## src/rtl/mmio_slot_arbiter.sv

```systemverilog
// mmio_slot_arbiter: round-robin arbiter that shares one MMIO slot between
// NUM_REQ requesters. Each winner gets one complete slot transaction (bus
// drive, done wait, transaction_completed release), and a watchdog aborts
// transactions that the slot never completes.
//
// Ports:
//   clk, arst_n                 clock, asynchronous active-low reset
//   req/req_write               per-requester request and direction (1 = write)
//   req_addr/req_wdata          per-requester payload, 8 / 32 bits per lane
//   gnt                         one-hot grant, grant cycle through RELEASE
//   done                        one-hot single-cycle response pulse
//   resp_rdata/resp_*           captured response, valid while done is high
//   chip_select/read/write      slot controls, held stable during BUS
//   transaction_completed       slot release strobe (RELEASE cycle)
//   addr/wr_data                slot address and write data
//   rd_data/wr_done/rd_done     slot read data and completion pulses
//   slave_error/decode_error    slot status, only meaningful with a done pulse
module mmio_slot_arbiter #(
  parameter int unsigned NUM_REQ = 2,
  parameter int unsigned TIMEOUT = 64
) (
  input  logic                   clk,
  input  logic                   arst_n,
  input  logic [NUM_REQ-1:0]     req,
  input  logic [NUM_REQ-1:0]     req_write,
  input  logic [8*NUM_REQ-1:0]   req_addr,
  input  logic [32*NUM_REQ-1:0]  req_wdata,
  output logic [NUM_REQ-1:0]     gnt,
  output logic [NUM_REQ-1:0]     done,
  output logic [31:0]            resp_rdata,
  output logic                   resp_slave_err,
  output logic                   resp_decode_err,
  output logic                   resp_timeout,
  output logic                   chip_select,
  output logic                   read,
  output logic                   write,
  output logic                   transaction_completed,
  output logic [7:0]             addr,
  output logic [31:0]            wr_data,
  input  logic [31:0]            rd_data,
  input  logic                   wr_done,
  input  logic                   rd_done,
  input  logic                   slave_error,
  input  logic                   decode_error
);

  localparam int unsigned IDX_W = (NUM_REQ > 1) ? $clog2(NUM_REQ) : 1;
  localparam int unsigned CNT_W = $clog2(TIMEOUT + 1);
  localparam logic [CNT_W-1:0] CNT_LAST = CNT_W'(TIMEOUT - 1);
  localparam logic [IDX_W-1:0] LAST_RST = IDX_W'(NUM_REQ - 1);

  typedef enum logic [1:0] {
    S_IDLE    = 2'd0,
    S_BUS     = 2'd1,
    S_RELEASE = 2'd2
  } state_t;

  state_t state, state_d;

  logic [IDX_W-1:0] last, last_d;
  logic [CNT_W-1:0] cnt, cnt_d;

  logic [NUM_REQ-1:0] gnt_d, done_d;
  logic [31:0]        resp_rdata_d, wr_data_d;
  logic [7:0]         addr_d;
  logic               resp_slave_err_d, resp_decode_err_d, resp_timeout_d;
  logic               chip_select_d, read_d, write_d, tc_d;

  logic               arb_found;
  logic [IDX_W-1:0]   arb_idx;
  logic               arb_write;
  logic [7:0]         arb_addr;
  logic [31:0]        arb_wdata;

  logic               slot_done;
  logic               timed_out;

  assign slot_done = wr_done | rd_done;
  assign timed_out = (cnt == CNT_LAST);

  // Round-robin search starting one past the previous winner.
  always_comb begin : arbiter
    int unsigned cand;
    cand      = 0;
    arb_found = 1'b0;
    arb_idx   = last;
    arb_write = 1'b0;
    arb_addr  = '0;
    arb_wdata = '0;
    for (int unsigned i = 1; i <= NUM_REQ; i++) begin
      cand = (32'(last) + i) % NUM_REQ;
      if (!arb_found && req[IDX_W'(cand)]) begin
        arb_found = 1'b1;
        arb_idx   = IDX_W'(cand);
        arb_write = req_write[IDX_W'(cand)];
        arb_addr  = req_addr[8*cand +: 8];
        arb_wdata = req_wdata[32*cand +: 32];
      end
    end
  end

  // State register.
  always_ff @(posedge clk or negedge arst_n) begin
    if (!arst_n) begin
      state <= S_IDLE;
    end else begin
      state <= state_d;
    end
  end

  // Next-state logic; a done pulse in the last watchdog cycle still counts as done.
  always_comb begin
    state_d = state;
    unique case (state)
      S_IDLE:    if (arb_found) state_d = S_BUS;
      S_BUS:     if (slot_done || timed_out) state_d = S_RELEASE;
      S_RELEASE: state_d = S_IDLE;
      default:   state_d = S_IDLE;
    endcase
  end

  // Next values for the registered outputs and datapath.
  always_comb begin
    gnt_d             = gnt;
    done_d            = '0;
    tc_d              = 1'b0;
    chip_select_d     = chip_select;
    read_d            = read;
    write_d           = write;
    addr_d            = addr;
    wr_data_d         = wr_data;
    resp_rdata_d      = resp_rdata;
    resp_slave_err_d  = resp_slave_err;
    resp_decode_err_d = resp_decode_err;
    resp_timeout_d    = resp_timeout;
    last_d            = last;
    cnt_d             = cnt;
    unique case (state)
      S_IDLE: begin
        if (arb_found) begin
          gnt_d          = '0;
          gnt_d[arb_idx] = 1'b1;
          last_d         = arb_idx;
          chip_select_d  = 1'b1;
          read_d         = ~arb_write;
          write_d        = arb_write;
          addr_d         = arb_addr;
          wr_data_d      = arb_wdata;
          cnt_d          = '0;
        end
      end
      S_BUS: begin
        if (!timed_out) cnt_d = cnt + CNT_W'(1);
        if (slot_done || timed_out) begin
          chip_select_d = 1'b0;
          read_d        = 1'b0;
          write_d       = 1'b0;
          tc_d          = 1'b1;
          done_d        = gnt;
          if (slot_done) begin
            resp_rdata_d      = write ? 32'h0 : rd_data;
            resp_slave_err_d  = slave_error;
            resp_decode_err_d = decode_error;
            resp_timeout_d    = 1'b0;
          end else begin
            resp_rdata_d      = 32'h0;
            resp_slave_err_d  = 1'b0;
            resp_decode_err_d = 1'b0;
            resp_timeout_d    = 1'b1;
          end
        end
      end
      S_RELEASE: begin
        gnt_d = '0;
      end
      default: begin
        gnt_d = '0;
      end
    endcase
  end

  // Output and datapath registers.
  always_ff @(posedge clk or negedge arst_n) begin
    if (!arst_n) begin
      gnt                   <= '0;
      done                  <= '0;
      transaction_completed <= 1'b0;
      chip_select           <= 1'b0;
      read                  <= 1'b0;
      write                 <= 1'b0;
      addr                  <= '0;
      wr_data               <= '0;
      resp_rdata            <= '0;
      resp_slave_err        <= 1'b0;
      resp_decode_err       <= 1'b0;
      resp_timeout          <= 1'b0;
      last                  <= LAST_RST;
      cnt                   <= '0;
    end else begin
      gnt                   <= gnt_d;
      done                  <= done_d;
      transaction_completed <= tc_d;
      chip_select           <= chip_select_d;
      read                  <= read_d;
      write                 <= write_d;
      addr                  <= addr_d;
      wr_data               <= wr_data_d;
      resp_rdata            <= resp_rdata_d;
      resp_slave_err        <= resp_slave_err_d;
      resp_decode_err       <= resp_decode_err_d;
      resp_timeout          <= resp_timeout_d;
      last                  <= last_d;
      cnt                   <= cnt_d;
    end
  end

endmodule

```

## config.mk

```make
export PLATFORM = sky130hd
export DESIGN_NAME = mmio_slot_arbiter
export DESIGN_NICKNAME = d
export VERILOG_FILES = /design/src/rtl/mmio_slot_arbiter.sv
export SDC_FILE = /design/constraint.sdc
export NUM_CORES = 1
export LEC_CHECK = 0
export ABC_CLOCK_PERIOD_IN_PS = 2100
export CORE_AREA = 2 2 107 109
export DETAILED_ROUTE_END_ITERATION = 8
export DIE_AREA = 0 0 109 111
export PLACE_DENSITY = 0.83
export SYNTH_ARGS = -nofsm -noshare
export SYNTH_HDL_FRONTEND = slang
export SYNTH_SLANG_ARGS = --single-unit
```

## constraint.sdc

```tcl
create_clock -name clk -period 2.1 [get_ports clk]
set_clock_uncertainty 0.05 [all_clocks]
set_input_delay 0.63 -clock clk [delete_from_list [all_inputs] [get_ports clk]]
set_output_delay 0.63 -clock clk [all_outputs]
set_load 0.02 [all_outputs]
```

==> results.rst <==
.. list-table::
   :header-rows: 1

   * - Metric
     - Value
   * - Largest net degree at the start of global routing
     - 38
   * - Max Transition Viols Final
     - 0
   * - Crit start category
     - flip-flop
   * - Area growth syn-to-layout
     - 58.8%
   * - Chain of cells forming the critical path
     - clkdlybuf4s50_1
   * - Global Route met1 Usage
     - 0.276
   * - Worst Reg-to-Reg Cells
     - 4
   * - Count of unique library cells instantiated by Yosys
     - 42
   * - Routability congestion estimate from global placement
     - 0.886
   * - I/O Buffers
     - 204
   * - CORE AREA
     - 11100 um^2
   * - Area share of the largest cell type after synthesis
     - 0.527
   * - Synth Area per Inst
     - 10.3 um^2
   * - Status
     - completed
   * - Post-Route Hold Slack
     - 0.210 ns
   * - Syn_nets
     - 545
   * - Highest fanout seen on the critical path
     - 3
   * - Count of hold-fix buffers inserted at cts
     - 0
   * - Share of layout cells above drive strength 1
     - 0.0856
   * - Largest stage delay on the critical path
     - 0.65 ns
   * - Count of clock tree sinks
     - 93
   * - Most Crowded Layer GR
     - met2
   * - Post-cts sizing count
     - 0
   * - Peak Freq
     - 491 MHz
   * - Effective utilization at floorplan
     - 0.394
   * - Period Utilization, post-route
     - 0.970
   * - Top_reg_cell synth
     - sky130_fd_sc_hd__dfrtp_1
   * - Vertical die dimension
     - 111 um
   * - Clock Pin Slew Worst Setup and Hold Paths
     - 0.07 ns
   * - Post-synth EDFFs
     - 0
   * - Slew of the pin with the lowest slew margin
     - 0.528 ns
   * - Final Net Count
     - 737
   * - Proportion of synthesized chip area in sequential cells
     - 0.533
   * - Post-detailed-route DRC marker count
     - 0
   * - IR drop worst, VDD
     - 648 uV
   * - Setup violators final
     - 0
   * - Most numerous cell in the Yosys netlist
     - sky130_fd_sc_hd__o21ai_0
   * - Final design area excluding fillers
     - 6930 um^2
   * - I/O pin count
     - 205
   * - Clock latency reported for the late side of the worst-skew pair
     - 0.33 ns
   * - Met2 Resource Use GR
     - 0.371
   * - Post CTS Setup Buffer Count
     - 0
   * - Summed instance area of the synthesized netlist
     - 4370 um^2
   * - Count of yosys warnings during synthesis
     - 0
   * - Data required, critical path
     - 1.42 ns
   * - Worst path top cell family by delay
     - buffers and inverters
   * - Area of the die
     - 12100 um^2
   * - First-pass GRT wire length
     - 21200 um
   * - Max-capacitance violation count
     - 0
   * - Share of async-settable or async-resettable flops after synthesis
     - 1.00
   * - Critical path arrival
     - 1.36 ns
   * - Mapped Cells
     - 422
   * - Global-route usage over all layers
     - 0.220
   * - Cts bufs inserted
     - 9
   * - Worst-path cell with the longest stage delay
     - sky130_fd_sc_hd__clkdlybuf4s50_1
   * - Routed len/inst
     - 17.6 um
   * - Deepest level of the CTS H-tree
     - 3
   * - Worst reg-to-reg setup slack
     - 0.32 ns
   * - DR iter-0 viols
     - 301
   * - Total wirelength of the detailed-routed design
     - 13400 um
   * - Number of inserted filler cells in the final layout
     - 862
   * - Kind of end point of the critical path
     - output pin
   * - Number of antenna violations at the first check in global routing
     - 0
   * - Final Hold Vio Count
     - 0
   * - End of the worst register-to-register path
     - read
   * - Buffer type at the clock tree root
     - sky130_fd_sc_hd__clkbuf_16
   * - GRT Residual Overflow
     - 0
   * - GR Util met3
     - 0.0412
   * - Number of buffers and inverters on the critical path
     - 1
   * - Count of TritonRoute iterations in the first routing pass
     - 5
   * - Vias in the first global route
     - 4359
   * - Vias per inst
     - 5.71
   * - Die X-Extent
     - 109 um
   * - Unrepaired setup endpoints after global routing
     - false
   * - Final critical delay including setup and external delays
     - 2.04 ns
   * - Synth area leaders
     - sky130_fd_sc_hd__dfrtp_1 (53%), sky130_fd_sc_hd__o21ai_0 (13%), sky130_fd_sc_hd__a32oi_1 (8.2%)
   * - CTS tree
     - built
   * - Synthesis-stage register bit count
     - 93
   * - Number of routed nets with antenna violations
     - 0
   * - Total via count after detailed routing
     - 4352
   * - Ranking of synthesized cells by instance count
     - sky130_fd_sc_hd__o21ai_0 (115), sky130_fd_sc_hd__dfrtp_1 (92), sky130_fd_sc_hd__a32oi_1 (41)
   * - Pwr per Cell Area
     - 1340 nW/um^2
   * - FF-to-FF Start
     - state[1]
   * - Detailed placer's ending HPWL
     - 9920 um
   * - Leakage power summed over all cells
     - 2.84 nW
   * - Category of the critical setup timing path
     - flip-flop to output pin
   * - Final Core Density
     - 0.626
   * - Top cell type by total area after synthesis
     - sky130_fd_sc_hd__dfrtp_1
   * - Standard-cell rows
     - 39
   * - Largest buffer count on any clock path
     - 2
   * - Antenna cell count
     - 0
   * - Placed cell area
     - 6610 um^2
   * - Type of the worst min-delay path
     - input port to asynchronous set/reset pin
   * - Headroom to the max-slew limit
     - 0.647
kinds of logic (layout without fill, tap and decap cells):
kind of cell               after synthesis  in the layout  synth area share
AOI/OAI and AO/OA                      218            218             0.336
adders and majority gates                1              1           0.00287
buffers and inverters                   83            280            0.0868
DFF                                     93             93             0.533
muxes                                    2              2           0.00459
and+or+nand+nor                         25             25            0.0364
report_power, final:
| part | internal [mW] | total [mW] | leakage [nW] | switching (mW) |
|---|---|---|---|---|
| clock | 1.06 | 1.76 | 0.154 | 0.704 |
| combinational | 2.08 | 4.54 | 1.51 | 2.45 |
| sequential | 2.54 | 2.98 | 1.18 | 0.442 |
cell type report:
cell class / count / area [um^2] / area share
inverters: 36 / 135 / 0.0195
repair buffers: 228 / 2290 / 0.331
multi-input cells: 246 / 1670 / 0.242
well taps: 143 / 179 / 0.0258
clock buffers: 10 / 229 / 0.0330
clock inverters: 6 / 93.8 / 0.0135
flip-flops and latches: 93 / 2330 / 0.336
layout by cell type, fill, tap and decap left out, types with 3 or more instances in the layout:
master / instances
sky130_fd_sc_hd__o21ai_0: 115
sky130_fd_sc_hd__o32ai_1: 30
sky130_fd_sc_hd__a32oi_1: 41
sky130_fd_sc_hd__dfrtp_1: 92
sky130_fd_sc_hd__a21oi_1: 5
sky130_fd_sc_hd__o21ai_1: 3
sky130_fd_sc_hd__nor2_1: 3
sky130_fd_sc_hd__o32ai_2: 4
sky130_fd_sc_hd__inv_6: 3
sky130_fd_sc_hd__buf_12: 6
sky130_fd_sc_hd__o21a_1: 3
sky130_fd_sc_hd__inv_1: 36
sky130_fd_sc_hd__nand2b_1: 4
sky130_fd_sc_hd__clkdlybuf4s50_1: 201
sky130_fd_sc_hd__clkbuf_16: 9
sky130_fd_sc_hd__buf_4: 19
state kept, by name, indices dropped and copies added, names as in the netlist, 2 cells and up:
register,cells
state,2
cnt,7
done,2
wr_data,32
addr,8
resp_rdata,32
gnt,2
per-stage QoR:
step | setup TNS, ns | std cells | power (mW) | worst slack [ns]
5_1_grt | 0 | 762 | 9.82 | 0.0296
4_1_cts | 0 | 762 | 9.33 | 0.0197
6_report | 0 | 762 | 9.28 | 0.0623
3_3_place_gp | 0 | 746 | 7.40 | 0.0233
3_5_place_dp | -0.0937 | 746 | 7.55 | -0.0416
2_1_floorplan | 0 | 422 | 5.30 | 0.500
metal layers:
metal  vias to the layer above  part of all wire  wire length, um
met5                         -                 0                0
met2                       217              0.49             6520
li1                       1984                 -                -
met1                      2125              0.41             5450
met3                        26             0.085             1140
met4                         0             0.023              315
worst max-delay path by stage:
stage / startpoint / to / slack [ns] / cells past startpoint
floorplan: req[0] / addr[5] / 0.50 / 5
global placement: req[1] / state[0] / 0.02 / 5
detailed placement: req[1] / wr_data[11] / -0.04 / 5
CTS: gnt[0] / gnt[0] / 0.02 / 1
global route: gnt[1] / gnt[1] / 0.03 / 1
finish: gnt[1] / gnt[1] / 0.06 / 1
Power figures use the tool's default switching activity.
==> RTL change (same settings) <==
Make the reset (`arst_n`) synchronous in 2 clocked blocks. Comments in the files are not updated.
--- a/src/rtl/mmio_slot_arbiter.sv
+++ b/src/rtl/mmio_slot_arbiter.sv
@@ -100,7 +100,7 @@
   end
 
   // State register.
-  always_ff @(posedge clk or negedge arst_n) begin
+  always_ff @(posedge clk) begin
     if (!arst_n) begin
       state <= S_IDLE;
     end else begin
@@ -180,7 +180,7 @@
   end
 
   // Output and datapath registers.
-  always_ff @(posedge clk or negedge arst_n) begin
+  always_ff @(posedge clk) begin
     if (!arst_n) begin
       gnt                   <= '0;
       done                  <= '0;
Function: differs if arst_n is asserted again (counterexample within 4 cycles, from zero or initial values and one cycle with arst_n low); with arst_n held inactive, the same outputs for 4 cycles.
==> RTL change against the original RTL <==
Sequential share of layout area is 4.1 points lower. Utilization is 5.7 points lower. Count of clock-buffer cells in the layout is 1 higher. Maximum frequency is 0.77% higher. Area after synthesis is 16% lower. Setup slack better by 0.016 ns. Routed wire length is 10% lower. Largest cell class is now non-clock buffers. Sequential cell count stayed put. Cell count is 6.8% lower. Final area is 9.0% lower.
Power is not compared: it rests on default switching activity, and its combinational part moved more than twofold at a synthesized area within 25%.
==> RTL change: results (changes against the original RTL) <==
routing:
  vias_per_cell: 5.235  # -8.3%
  drt_wl_total_um: 12090  # -10%
  drt_first_pass_iters: 4  # -1
  drtIter0Drc: 273  # -9.3%
placement:
  globalplace.congestion: 0.7803  # -12%
  place_hpwl_um: 9047  # -8.8%
clock_tree:
  post-cts-setup-buffers: 0  # unchanged
  clk_latency_ns: 0.34
  cts_resized: 1  # +1
  clockBufferDepth: 2  # unchanged
synth:
  yosys_warnings: 0  # unchanged
  synth_fp_nets: 478  # -12%
  synthAdderAreaFrac_pct: 0.3415  # +0.055 points
  synthMuxAreaShare_pct: 0.2732  # -0.19 points
  async_flop_share_pct: 0  # -100 points
  yosysSeqAreaShare_pct: 50.82  # -2.5 points
  ys_types: 44  # +4.8%
  synth_compound_area_share_pct: 27.42  # -6.2 points
  synth_commonest_cells: "93 x dfxtp_1, 47 x nor2_1, 41 x nor3_1, 35 x a22o_1, 24 x a221oi_2"
  netlist_top_cells_area: "dfxtp_1 51%, a221oi_2 9.8%, a22o_1 8.4%"
  synth_xor_area_share_pct: 0  # unchanged
worst_hold_path:
  min_path_type: "reg -> reg"
cells_and_area:
  drive_above_1_share_pct: 13.58  # +5.0 points
  fin_nets: 685  # -7.1%
  reg_top3: "resp_rdata x32, wr_data x32, addr x8"
  fill_cells: 917  # +6.4%
  antenna_cells: 0  # unchanged
global_route:
  grt_usage_pct: 19.41  # -2.6 points
  grt_max_degree: 42  # +11%
  grt_first_pass_wirelength_um: 18330  # -14%
  grt_pass1_vias: 3683  # -16%
pwr:
  total_power_mw: 4.975
  ir_worst_vdd_v: 0.0004035
  p_comb_share_pct: 26.8
  p_sw_mw: 1.396
  p_leak_nw: 2.343
setup_path:
  crit_family: "buffers and inverters"
  critical_path.max_fanout: 2  # -1
  cp_slowest_cell: "clkdlybuf4s50_1"
  cp_data_arrival_time_ns: 1.34  # -0.02 ns
status:
  status: "finished clean"
timing:
  max_slew_margin_pct: 75.76  # +11 points
## RTL change: logic make-up (layout without fill, tap and decap cells)
| kind of cell | count (synthesis) | in the layout |
|---|---|---|
| multiplexers | 1 | 1 |
| AND/OR/NAND/NOR | 120 | 120 |
| adder cells (fa/ha/maj) | 1 | 1 |
| buffers and inverters | 36 | 248 |
| flip-flops | 93 | 93 |
| AO/OA/AOI/OAI | 104 | 104 |
## RTL change: area by class of cell
class                           count  share of cell area (%)
Tap cell                          143                   2.838
Clock inverter                      5                  0.9327
Clock buffer                       11                   3.850
Inverter                            6                  0.3572
Multi-Input combinational cell    226                   26.12
Sequential cell                    93                   29.53
Timing Repair Buffer              226                   36.38
## RTL change: final timing paths
kind / slack, ns / endpoint / depth (start not counted) / from
max: 0.08 / chip_select / 1 / chip_select
min: 0.42 / resp_rdata[18] / 1 / resp_rdata[18]
max reg2reg: 0.26 / done[1] / 5 / cnt[0]
min reg2reg: 0.42 / resp_rdata[18] / 1 / resp_rdata[18]
## RTL change: through the flow
stage / hold slack [ns] / worst slack [ns] / TNS, ns / instance area (um2) / std cells
floorplan: 0.3780 / 0.4035 / 0 / 3664 / 355
global placement: 0.3884 / -0.1928 / -8.038 / 5992 / 694
detailed placement: 0.4041 / -0.2677 / -10.61 / 5992 / 694
CTS: 0.4219 / 0.05841 / 0 / 6292 / 710
global route: 0.4313 / 0.006791 / 0 / 6305 / 710
finish: 0.4234 / 0.07784 / 0 / 6305 / 710
## RTL change: layer usage
layer | vias to the layer above | track usage, % | wire (um)
li1 | 1754 | - | -
met1 | 1780 | 20.67 | 4512
met2 | 145 | 34.58 | 6318
met3 | 38 | 3.586 | 688
met4 | 0 | 11.88 | 566
met5 | - | 0 | 0
